### config.mk
export PLATFORM = sky130hd
export DESIGN_NAME = l2_localmem_ctrl_flat
export DESIGN_NICKNAME = d
export VERILOG_FILES = /design/src/rtl/l2_localmem_ctrl_if.sv /design/src/rtl/l2_localmem_ctrl.sv /design/src/flat_wrapper.sv
export SDC_FILE = /design/constraint.sdc
export NUM_CORES = 1
export LEC_CHECK = 0
export CORE_MARGIN = 3
export CORE_UTILIZATION = 43
export DETAILED_ROUTE_END_ITERATION = 10
export PLACE_DENSITY = 0.86
export SLEW_MARGIN = 20
export SYNTH_ARGS = -nofsm -noshare
export SYNTH_HDL_FRONTEND = slang
export SYNTH_SLANG_ARGS = --single-unit
### constraint.sdc
create_clock -name clk -period 6.05 [get_ports clk]
set_input_delay 0.605 -clock clk [delete_from_list [all_inputs] [get_ports clk]]
set_output_delay 0.605 -clock clk [all_outputs]
set_load 0.01 [all_outputs]
### src/rtl/l2_localmem_ctrl_if.sv
// rtl/l2_localmem_ctrl_if.sv - pipeline, local-memory and writeback signals of the L2 local-memory sequencer
interface l2_localmem_ctrl_if #(
  parameter int SETS       = 512,
  parameter int WAYS       = 8,
  parameter int STATE_BITS = 3
);
  localparam int SET_BITS = $clog2(SETS);
  localparam int WAY_BITS = $clog2(WAYS);

  logic                       pipe_rd_en;
  logic                       pipe_wr_en_line;
  logic                       pipe_wr_en_state;
  logic                       pipe_wr_en_evict_way;
  logic                       pipe_wr_en_put_reqs;
  logic [SET_BITS-1:0]        pipe_set;
  logic [WAY_BITS-1:0]        pipe_way;
  logic [STATE_BITS-1:0]      pipe_wr_data_state;
  logic                       pipe_ready;

  logic                       mem_rd_en;
  logic                       mem_wr_en_line;
  logic                       mem_wr_en_state;
  logic                       mem_wr_en_evict_way;
  logic                       mem_wr_en_put_reqs;
  logic                       mem_wr_rst;
  logic [SET_BITS-1:0]        mem_set;
  logic [WAY_BITS-1:0]        mem_way;
  logic [STATE_BITS-1:0]      mem_wr_data_state;
  logic [WAYS*STATE_BITS-1:0] mem_rd_data_state;

  logic                       evict_valid;
  logic                       evict_ready;
  logic [SET_BITS-1:0]        evict_set;
  logic [WAY_BITS-1:0]        evict_way;

  modport master (
    input  pipe_rd_en, pipe_wr_en_line, pipe_wr_en_state, pipe_wr_en_evict_way,
           pipe_wr_en_put_reqs, pipe_set, pipe_way, pipe_wr_data_state,
    output pipe_ready,
    output mem_rd_en, mem_wr_en_line, mem_wr_en_state, mem_wr_en_evict_way,
           mem_wr_en_put_reqs, mem_wr_rst, mem_set, mem_way, mem_wr_data_state,
    input  mem_rd_data_state,
    output evict_valid, evict_set, evict_way,
    input  evict_ready
  );

  modport slave (
    output pipe_rd_en, pipe_wr_en_line, pipe_wr_en_state, pipe_wr_en_evict_way,
           pipe_wr_en_put_reqs, pipe_set, pipe_way, pipe_wr_data_state,
    input  pipe_ready,
    input  mem_rd_en, mem_wr_en_line, mem_wr_en_state, mem_wr_en_evict_way,
           mem_wr_en_put_reqs, mem_wr_rst, mem_set, mem_way, mem_wr_data_state,
    output mem_rd_data_state,
    input  evict_valid, evict_set, evict_way,
    output evict_ready
  );
endinterface

### src/rtl/l2_localmem_ctrl.sv
// rtl/l2_localmem_ctrl.sv - L2 local-memory sequencer: reset sweep, pipeline forwarding, flush walk
module l2_localmem_ctrl #(
  parameter int SETS       = 512,
  parameter int WAYS       = 8,
  parameter int STATE_BITS = 3
) (
  input  logic             clk,
  input  logic             rst,
  input  logic             flush_req,
  output logic             init_done,
  output logic             flush_done,
  l2_localmem_ctrl_if.master bus
);
  localparam int SET_BITS = $clog2(SETS);
  localparam int WAY_BITS = $clog2(WAYS);
  localparam logic [SET_BITS-1:0] LAST_SET = SET_BITS'(SETS - 1);

  typedef enum logic [2:0] {SWEEP, READY, FL_RD, FL_CAP, FL_SCAN, FL_EV, FL_INV} state_t;

  state_t              state, state_nx;
  logic [SET_BITS-1:0] cnt, cnt_nx;
  logic [WAYS-1:0]     mask, mask_nx, cap_mask;
  logic [WAY_BITS-1:0] way_ptr, way_ptr_nx, hit_way;
  logic                init_nx, hit;

  always_ff @(posedge clk or negedge rst) begin
    if (!rst) begin
      state     <= SWEEP;
      cnt       <= '0;
      mask      <= '0;
      way_ptr   <= '0;
      init_done <= 1'b0;
    end else begin
      state     <= state_nx;
      cnt       <= cnt_nx;
      mask      <= mask_nx;
      way_ptr   <= way_ptr_nx;
      init_done <= init_nx;
    end
  end

  always_comb begin
    for (int w = 0; w < WAYS; w++)
      cap_mask[w] = |bus.mem_rd_data_state[w*STATE_BITS +: STATE_BITS];
  end

  // Downward loop so the lowest qualifying way wins.
  always_comb begin
    hit     = 1'b0;
    hit_way = '0;
    for (int w = WAYS - 1; w >= 0; w--) begin
      if (mask[w] && (WAY_BITS'(w) >= way_ptr)) begin
        hit     = 1'b1;
        hit_way = WAY_BITS'(w);
      end
    end
  end

  always_comb begin
    state_nx                 = state;
    cnt_nx                   = cnt;
    mask_nx                  = mask;
    way_ptr_nx               = way_ptr;
    init_nx                  = init_done;
    flush_done               = 1'b0;
    bus.pipe_ready           = 1'b0;
    bus.mem_rd_en            = 1'b0;
    bus.mem_wr_en_line       = 1'b0;
    bus.mem_wr_en_state      = 1'b0;
    bus.mem_wr_en_evict_way  = 1'b0;
    bus.mem_wr_en_put_reqs   = 1'b0;
    bus.mem_wr_rst           = 1'b0;
    bus.mem_set              = cnt;
    bus.mem_way              = '0;
    bus.mem_wr_data_state    = '0;
    bus.evict_valid          = 1'b0;
    bus.evict_set            = cnt;
    bus.evict_way            = way_ptr;

    case (state)
      SWEEP: begin
        bus.mem_wr_rst = 1'b1;
        if (cnt == LAST_SET) begin
          state_nx = READY;
          init_nx  = 1'b1;
          cnt_nx   = '0;
        end else begin
          cnt_nx = cnt + 1'b1;
        end
      end
      READY: begin
        bus.pipe_ready          = 1'b1;
        bus.mem_rd_en           = bus.pipe_rd_en;
        bus.mem_wr_en_line      = bus.pipe_wr_en_line;
        bus.mem_wr_en_state     = bus.pipe_wr_en_state;
        bus.mem_wr_en_evict_way = bus.pipe_wr_en_evict_way;
        bus.mem_wr_en_put_reqs  = bus.pipe_wr_en_put_reqs;
        bus.mem_set             = bus.pipe_set;
        bus.mem_way             = bus.pipe_way;
        bus.mem_wr_data_state   = bus.pipe_wr_data_state;
        if (flush_req) begin
          state_nx = FL_RD;
          cnt_nx   = '0;
        end
      end
      FL_RD: begin
        bus.mem_rd_en = 1'b1;
        state_nx      = FL_CAP;
      end
      FL_CAP: begin
        mask_nx    = cap_mask;
        way_ptr_nx = '0;
        state_nx   = FL_SCAN;
      end
      FL_SCAN: begin
        if (hit) begin
          way_ptr_nx = hit_way;
          state_nx   = FL_EV;
        end else if (cnt == LAST_SET) begin
          flush_done = 1'b1;
          state_nx   = READY;
        end else begin
          cnt_nx   = cnt + 1'b1;
          state_nx = FL_RD;
        end
      end
      FL_EV: begin
        bus.evict_valid = 1'b1;
        if (bus.evict_ready) state_nx = FL_INV;
      end
      FL_INV: begin
        bus.mem_wr_en_state = 1'b1;
        bus.mem_way         = way_ptr;
        mask_nx[way_ptr]    = 1'b0;
        state_nx            = FL_SCAN;
      end
      default: state_nx = SWEEP;
    endcase
  end
endmodule

### src/flat_wrapper.sv
// flat-port wrapper written by rule: the top's interface ports become plain ports
module l2_localmem_ctrl_flat 
#(
  parameter int SETS       = 512,
  parameter int WAYS       = 8,
  parameter int STATE_BITS = 3
)
  (clk, rst, flush_req, init_done, flush_done, bus_pipe_rd_en, bus_pipe_wr_en_line, bus_pipe_wr_en_state, bus_pipe_wr_en_evict_way, bus_pipe_wr_en_put_reqs, bus_pipe_set, bus_pipe_way, bus_pipe_wr_data_state, bus_pipe_ready, bus_mem_rd_en, bus_mem_wr_en_line, bus_mem_wr_en_state, bus_mem_wr_en_evict_way, bus_mem_wr_en_put_reqs, bus_mem_wr_rst, bus_mem_set, bus_mem_way, bus_mem_wr_data_state, bus_mem_rd_data_state, bus_evict_valid, bus_evict_set, bus_evict_way, bus_evict_ready);
  l2_localmem_ctrl_if #(.SETS(SETS), .WAYS(WAYS), .STATE_BITS(STATE_BITS)) bus_i ();
  input  logic clk;
  input  logic rst;
  input  logic flush_req;
  output logic init_done;
  output logic flush_done;
  input wire logic [$bits(bus_i.pipe_rd_en)-1:0] bus_pipe_rd_en;
  input wire logic [$bits(bus_i.pipe_wr_en_line)-1:0] bus_pipe_wr_en_line;
  input wire logic [$bits(bus_i.pipe_wr_en_state)-1:0] bus_pipe_wr_en_state;
  input wire logic [$bits(bus_i.pipe_wr_en_evict_way)-1:0] bus_pipe_wr_en_evict_way;
  input wire logic [$bits(bus_i.pipe_wr_en_put_reqs)-1:0] bus_pipe_wr_en_put_reqs;
  input wire logic [$bits(bus_i.pipe_set)-1:0] bus_pipe_set;
  input wire logic [$bits(bus_i.pipe_way)-1:0] bus_pipe_way;
  input wire logic [$bits(bus_i.pipe_wr_data_state)-1:0] bus_pipe_wr_data_state;
  output wire logic [$bits(bus_i.pipe_ready)-1:0] bus_pipe_ready;
  output wire logic [$bits(bus_i.mem_rd_en)-1:0] bus_mem_rd_en;
  output wire logic [$bits(bus_i.mem_wr_en_line)-1:0] bus_mem_wr_en_line;
  output wire logic [$bits(bus_i.mem_wr_en_state)-1:0] bus_mem_wr_en_state;
  output wire logic [$bits(bus_i.mem_wr_en_evict_way)-1:0] bus_mem_wr_en_evict_way;
  output wire logic [$bits(bus_i.mem_wr_en_put_reqs)-1:0] bus_mem_wr_en_put_reqs;
  output wire logic [$bits(bus_i.mem_wr_rst)-1:0] bus_mem_wr_rst;
  output wire logic [$bits(bus_i.mem_set)-1:0] bus_mem_set;
  output wire logic [$bits(bus_i.mem_way)-1:0] bus_mem_way;
  output wire logic [$bits(bus_i.mem_wr_data_state)-1:0] bus_mem_wr_data_state;
  input wire logic [$bits(bus_i.mem_rd_data_state)-1:0] bus_mem_rd_data_state;
  output wire logic [$bits(bus_i.evict_valid)-1:0] bus_evict_valid;
  output wire logic [$bits(bus_i.evict_set)-1:0] bus_evict_set;
  output wire logic [$bits(bus_i.evict_way)-1:0] bus_evict_way;
  input wire logic [$bits(bus_i.evict_ready)-1:0] bus_evict_ready;
  assign bus_i.pipe_rd_en = bus_pipe_rd_en;
  assign bus_i.pipe_wr_en_line = bus_pipe_wr_en_line;
  assign bus_i.pipe_wr_en_state = bus_pipe_wr_en_state;
  assign bus_i.pipe_wr_en_evict_way = bus_pipe_wr_en_evict_way;
  assign bus_i.pipe_wr_en_put_reqs = bus_pipe_wr_en_put_reqs;
  assign bus_i.pipe_set = bus_pipe_set;
  assign bus_i.pipe_way = bus_pipe_way;
  assign bus_i.pipe_wr_data_state = bus_pipe_wr_data_state;
  assign bus_pipe_ready = bus_i.pipe_ready;
  assign bus_mem_rd_en = bus_i.mem_rd_en;
  assign bus_mem_wr_en_line = bus_i.mem_wr_en_line;
  assign bus_mem_wr_en_state = bus_i.mem_wr_en_state;
  assign bus_mem_wr_en_evict_way = bus_i.mem_wr_en_evict_way;
  assign bus_mem_wr_en_put_reqs = bus_i.mem_wr_en_put_reqs;
  assign bus_mem_wr_rst = bus_i.mem_wr_rst;
  assign bus_mem_set = bus_i.mem_set;
  assign bus_mem_way = bus_i.mem_way;
  assign bus_mem_wr_data_state = bus_i.mem_wr_data_state;
  assign bus_i.mem_rd_data_state = bus_mem_rd_data_state;
  assign bus_evict_valid = bus_i.evict_valid;
  assign bus_evict_set = bus_i.evict_set;
  assign bus_evict_way = bus_i.evict_way;
  assign bus_i.evict_ready = bus_evict_ready;
  l2_localmem_ctrl #(.SETS(SETS), .WAYS(WAYS), .STATE_BITS(STATE_BITS)) u_core (.clk(clk), .rst(rst), .flush_req(flush_req), .init_done(init_done), .flush_done(flush_done), .bus(bus_i));
endmodule
==> results of run 1 <==
## routing by layer
metal,global-route usage,vias up
met5,0,-
met4,0.07196,0
met3,0.05090,5
met2,0.3418,81
met1,0.2985,823
li1,-,904
## metrics by stage
stage	hold WS, ns	total power, W	util	worst slack (ns)	std cells
6_report	0.2986	0.001076	0.7367	2.881	332
3_5_place_dp	0.4506	0.0009276	0.7178	3.219	328
5_1_grt	0.3419	0.001158	0.7367	2.760	332
4_1_cts	0.4725	0.001077	0.7381	2.912	332
3_3_place_gp	0.4542	0.0009187	0.7178	3.302	328
2_1_floorplan	0.3094	0.0006544	-	3.533	208
## cell usage in the layout, fill, tap and decap left out, types with 2 or more instances in the layout
master           synthesis  routed
a211oi_1                 2       2
a21boi_0                 2       2
a21o_1                   4       4
a21oi_1                 13      13
a22o_1                   2       2
and2_1                   6       6
and3_1                   5       5
clkbuf_8                 0       3
clkdlybuf4s50_1          0      83
dfrtp_1                 24      24
ha_1                     2       2
inv_1                    7       7
mux2_2                  10      10
nand2_1                 23      23
nand2b_1                 8       8
nand3_1                  7       7
nor2_1                  21      21
nor2b_1                  3       3
nor3_1                   6       6
nor4_1                   5       5
o21ai_0                 24      24
o22ai_1                  2       2
o311a_1                  2       2
o311ai_0                 2       2
o31ai_1                  2       2
or2_2                    2       2
## critical path: stages, from the launching register on
cell	delay (ns)
dfrtp_1	0.45
ha_1	0.23
and3_1	0.22
and3_1	0.20
and3_1	0.16
ha_1	0.30
nand2_1	0.08
nor2_1	0.09
clkdlybuf4s50_1	0.55
## registers in the layout (all words and copies together), names as in the netlist
| name | cells |
|---|---|
| u_core.init_done | 1 |
| u_core.mask | 8 |
| u_core.state | 3 |
| u_core.bus.evict_set | 9 |
| u_core.bus.evict_way | 3 |
## path summary, 6_finish.rpt
| path | startpoint | endpoint | slack [ns] | depth (start not counted) |
|---|---|---|---|---|
| worst max-delay path | u_core.bus.evict_set[1] | flush_done | 2.88 | 8 |
| worst min-delay path | rst | u_core.bus.evict_set[7] | 0.30 | 1 |
| worst max register to register | u_core.bus.evict_set[0] | u_core.bus.evict_set[5] | 3.24 | 9 |
| worst min register to register | u_core.init_done | u_core.init_done | 0.47 | 1 |
| max in group asynchronous | rst | u_core.mask[7] | 5.38 | 1 |
| min in group clk | u_core.init_done | u_core.init_done | 0.47 | 1 |
## logic make-up (layout without fill, tap and decap cells)
family,after synthesis,count (layout),share of synthesized area
and+or+nand+nor,92,92,0.2758
DFF,24,24,0.3617
AOI/OAI and AO/OA,62,62,0.2374
buffers and inverters,18,96,0.04220
adders and majority gates,2,2,0.01507
muxes,10,10,0.06782
## where the power goes
group | switching [W] | internal [W] | leakage [nW] | total (W)
Combinational | 0.000285 | 0.000323 | 0.723 | 0.000608
Clock | 0.0000560 | 0.0000886 | 0.0357 | 0.000145
Sequential | 0.000103 | 0.000220 | 0.289 | 0.000324
Total | 0.000444 | 0.000632 | 1.05 | 0.00108
## final cells by class
type / count / area, um2 / share of cell area
Timing Repair Buffer: 85 / 843.3 / 0.3251
Inverter: 7 / 26.28 / 0.01013
Clock buffer: 3 / 41.29 / 0.01592
Multi-Input combinational cell: 166 / 994.7 / 0.3835
Sequential cell: 24 / 600.6 / 0.2315
Tap cell: 46 / 57.56 / 0.02219
Clock inverter: 1 / 30.03 / 0.01158
==> impl_metrics.env, run 1 <==
export IMPL_status="completed"
export IMPL_synth_flop_cell="dfrtp_1"
export IMPL_gp_congestion=0.8705
export IMPL_ys_ff_latch=24
export IMPL_routedWlPerCell_um=14.55
export IMPL_dp_hpwl_mm=3.623
export IMPL_yosys_warnings=0
export IMPL_grt_pass1_wl_mm=7.810
export IMPL_min_period_ns=3.169
export IMPL_antenna_found_initial=0
export IMPL_path_clk_slew_ns=0.09
export IMPL_ir_worst_vdd_mv=0.1863
export IMPL_initial_core_util=0.4716
export IMPL_tns_ns=0
export IMPL_chipWidth_um=68.14
export IMPL_cts_inserted_buffers=3
export IMPL_period_share=0.5239
export IMPL_critPathLaunchType="register"
export IMPL_wl_met2_mm=2.238
export IMPL_final_nets=337
export IMPL_grt_max_degree=25
export IMPL_cp_arrival_ns=2.56
export IMPL_htree_num_levels=1
export IMPL_wl_met1_mm=2.121
export IMPL_cts_tree="yes"
export IMPL_routed_wl_mm=4.830
export IMPL_syn_num_nets=258
export IMPL_vias=1813
export IMPL_crit_fanout=8
export IMPL_io_buffers=84
export IMPL_setup_violations=0
export IMPL_antenna_left=0
export IMPL_nFillCells=284
export IMPL_power_leakage_nw=1.047
export IMPL_place_area_um2=2527
export IMPL_ctsHoldBuffers=0
export IMPL_synthTopCellsByCount="24 x dfrtp_1, 24 x o21ai_0, 23 x nand2_1, 21 x nor2_1, 13 x a21oi_1"
export IMPL_hold_viol=0
export IMPL_netlist_top_cells_area="dfrtp_1 36%, o21ai_0 7.2%, mux2_2 6.8%, nand2_1 5.2%, nor2_1 4.7%"
export IMPL_power_density_nw_per_um2=414.8
export IMPL_yosysTopAreaCellShare=0.3617
export IMPL_coreArea_um2=3521
export IMPL_cts_resized=0
export IMPL_die_y_um=68.14
export IMPL_cp_end_kind="output port"
export IMPL_maxCapViolCount=0
export IMPL_hp_class="input port to asynchronous set/reset pin"
export IMPL_diodes=0
export IMPL_postCtsSetupBuffers=0
export IMPL_routed_via_density=5.461
export IMPL_cts_root_buf="clkbuf_8"
export IMPL_cp_required_ns=5.44
export IMPL_netlist_area_um2=1660
export IMPL_cts_sinks=24
export IMPL_rsz0062_at_grt="no"
export IMPL_finalInstanceArea_um2=2594
export IMPL_synthArstFlopShare=1.000
export IMPL_syn_avg_cell_area_um2=7.982
export IMPL_worstMarginPinSlew_ns=0.5881
export IMPL_synth_edf_count=0
export IMPL_wl_met3_um=410
export IMPL_io_pins=85
export IMPL_postSynthCellCount=208
export IMPL_ys_seq_area_frac=0.3617
export IMPL_grt_pass1_vias=1711
export IMPL_rows=21
export IMPL_slew_headroom=0.6079
export IMPL_top_layer="met4"
export IMPL_synth_area_leader_cell="dfrtp_1"
export IMPL_slew_viol_final=0
export IMPL_die_area_um2=4643
export IMPL_clockBufferDepth=2
export IMPL_yosysUniqueCellTypes=38
export IMPL_gr_usage_all_layers=0.2194
export IMPL_drive_above_1_share=0.07343
export IMPL_crit_type="register to output port"
export IMPL_first_iter_violations=155
export IMPL_drtPass1Iterations=4
export IMPL_drc=0
export IMPL_skew_ns=0.009007
export IMPL_fmax_mhz=315.5
export IMPL_area_delta_synth_final_pct=56.22
export IMPL_clk_latency_ns=0.28
export IMPL_overflow=0
Note: power is estimated with default switching activity, not from simulation.
==> run 2: changes to the inputs <==
--- a/config.mk
+++ b/config.mk
@@ -6,9 +6,9 @@
 export NUM_CORES = 1
 export LEC_CHECK = 0
 export CORE_MARGIN = 3
-export CORE_UTILIZATION = 43
+export CORE_UTILIZATION = 36
 export DETAILED_ROUTE_END_ITERATION = 10
-export PLACE_DENSITY = 0.86
+export PLACE_DENSITY = 0.77
 export SLEW_MARGIN = 20
 export SYNTH_ARGS = -nofsm -noshare
 export SYNTH_HDL_FRONTEND = slang
==> constraint.sdc (replaced) <==
create_clock -name clk -period 2.6 [get_ports clk]
set_input_delay 0.26 -clock clk [delete_from_list [all_inputs] [get_ports clk]]
set_output_delay 0.26 -clock clk [all_outputs]
set_load 0.01 [all_outputs]
==> impl_metrics.env, run 2 (synthesized netlist as in run 1, its figures left out) <==
export IMPL_largest_reg_flops=9
export IMPL_antenna_left=0
export IMPL_clockBufferDepth=2
export IMPL_dp_hpwl_mm=3.737
export IMPL_routed_wl_mm=4.795
export IMPL_final_common_cell="clkdlybuf4s50_1"
export IMPL_reg2reg_slack_ns=0.11
export IMPL_setup_violations=0
export IMPL_tns_ns=0
export IMPL_slew_headroom=0.6842
export IMPL_cp_end_kind="output port"
export IMPL_reg2reg_from="u_core.bus.evict_set[0]"
export IMPL_cts_tree="yes"
export IMPL_clk_latency_ns=0.27
export IMPL_grt_pass1_wl_mm=7.417
export IMPL_power_leakage_nw=1.123
export IMPL_routedWlPerCell_um=13.62
export IMPL_holdWs_ns=0.3424
export IMPL_place_ws_ns=0.09756
export IMPL_crit_type="register to output port"
export IMPL_grt_pass1_vias=1670
export IMPL_power_density_nw_per_um2=960.8
export IMPL_slew_viol_final=0
export IMPL_die_area_um2=5463
export IMPL_period_share=0.9684
export IMPL_final_nets=351
export IMPL_r2r_end="u_core.bus.evict_set[5]"
export IMPL_fmax_mhz=397.2
export IMPL_hp_class="input port to asynchronous set/reset pin"
export IMPL_critPathLaunchType="register"
export IMPL_mostFrequentLayoutCells="83 x clkdlybuf4s50_1, 24 x o21ai_0, 24 x dfrtp_1, 23 x nand2_1, 19 x nor2_1"
export IMPL_nFillCells=387
export IMPL_area_delta_synth_final_pct=64.43
export IMPL_cts_sinks=24
export IMPL_grt_max_degree=25
export IMPL_maxCapViolCount=0
export IMPL_cp_required_ns=2.34
export IMPL_worstMarginPinSlew_ns=0.4688
export IMPL_cts_inserted_buffers=3
export IMPL_cts_root_buf="clkbuf_8"
export IMPL_status="completed"
export IMPL_overflow=0
export IMPL_chipWidth_um=73.91
export IMPL_io_pins=85
export IMPL_crit_fanout=7
export IMPL_power_w=0.002623
export IMPL_cp_endpoint="flush_done"
export IMPL_drive_above_1_share=0.1200
export IMPL_routed_via_density=5.332
export IMPL_die_y_um=73.91
export IMPL_initial_core_util=0.3761
export IMPL_diodes=0
export IMPL_drtPass1Iterations=4
export IMPL_drc=0
export IMPL_htree_num_levels=1
export IMPL_antenna_found_initial=0
export IMPL_postCtsSetupBuffers=0
export IMPL_coreArea_um2=4414
export IMPL_reg2reg_depth=9
export IMPL_ir_worst_vdd_mv=0.5730
export IMPL_hold_viol=0
export IMPL_skew_ns=0.004890
export IMPL_first_iter_violations=74
export IMPL_cp_arrival_ns=2.26
export IMPL_rows=24
export IMPL_io_buffers=84
export IMPL_gp_congestion=0.8566
export IMPL_path_clk_slew_ns=0.09
export IMPL_timing_final_ws_setup_ns=0.08206
export IMPL_min_period_ns=2.518
export IMPL_cp_startpoint="u_core.bus.evict_set[0]"
export IMPL_ctsHoldBuffers=0
export IMPL_gr_usage_all_layers=0.1710
export IMPL_vias=1877
[run 2: changes by cell type in the layout (fill, tap and decap cells not counted), sizes merged]
cell	change
dlygate4sd2	+1
buf	+13
[run 2: cell type report]
| cell class | instances | area [um2] | area share |
|---|---|---|---|
| clock buffers | 3 | 41.29 | 0.01512 |
| clock inverters | 1 | 30.03 | 0.01100 |
| inverters | 7 | 26.28 | 0.009624 |
| multi-input cells | 166 | 1011 | 0.3703 |
| flip-flops and latches | 24 | 600.6 | 0.2200 |
| well taps | 52 | 65.06 | 0.02383 |
| repair buffers | 99 | 955.9 | 0.3501 |
[run 2: through the flow]
stage	area (um2)	utilization	std cells
after floorplan	1660	-	208
after global placement	2640	0.5981	348
after detailed placement	2640	0.5981	348
after CTS	2710	0.6139	352
after global routing	2730	0.6185	352
final	2730	0.6185	352
[run 2: worst min-delay path by stage]
stage	from	cells past startpoint	to	slack (ns)
after floorplan	rst	0	u_core.bus.evict_set[0]	-0.04
after CTS	rst	2	u_core.bus.evict_set[2]	0.36
after global placement	u_core.init_done	1	u_core.init_done	0.47
after global routing	rst	2	u_core.bus.evict_set[4]	0.38
final	rst	2	u_core.bus.evict_set[2]	0.34
after detailed placement	u_core.init_done	1	u_core.init_done	0.45
[run 2: per-layer routing]
layer	routed length, um	GRT usage
met1	2134	0.2334
met4	38	0.04427
met5	0	0
met3	422	0.03146
met2	2198	0.2785
[run 2: where the power goes]
part           total, W  internal [W]  switching, W
registers      0.000673      0.000513      0.000159
logic           0.00162      0.000857      0.000760
clock network  0.000334      0.000206      0.000128
total           0.00262       0.00158       0.00105
[run 2: worst max-delay path, cell delays in order (launching register included)]
cell and delay, ns:
dfrtp_1 0.39, ha_1 0.22, and3_1 0.21, and3_1 0.21, and3_1 0.19, ha_1 0.22
buf_4 0.17, nand2_1 0.05, nor2_1 0.05, dlygate4sd2_1 0.28
[run 2: repair_timing]
action / in CTS / in global routing
pin swaps: 0 / 1
endpoints found under the setup margin: 1 / 8
gates resized for setup: 1 / 4
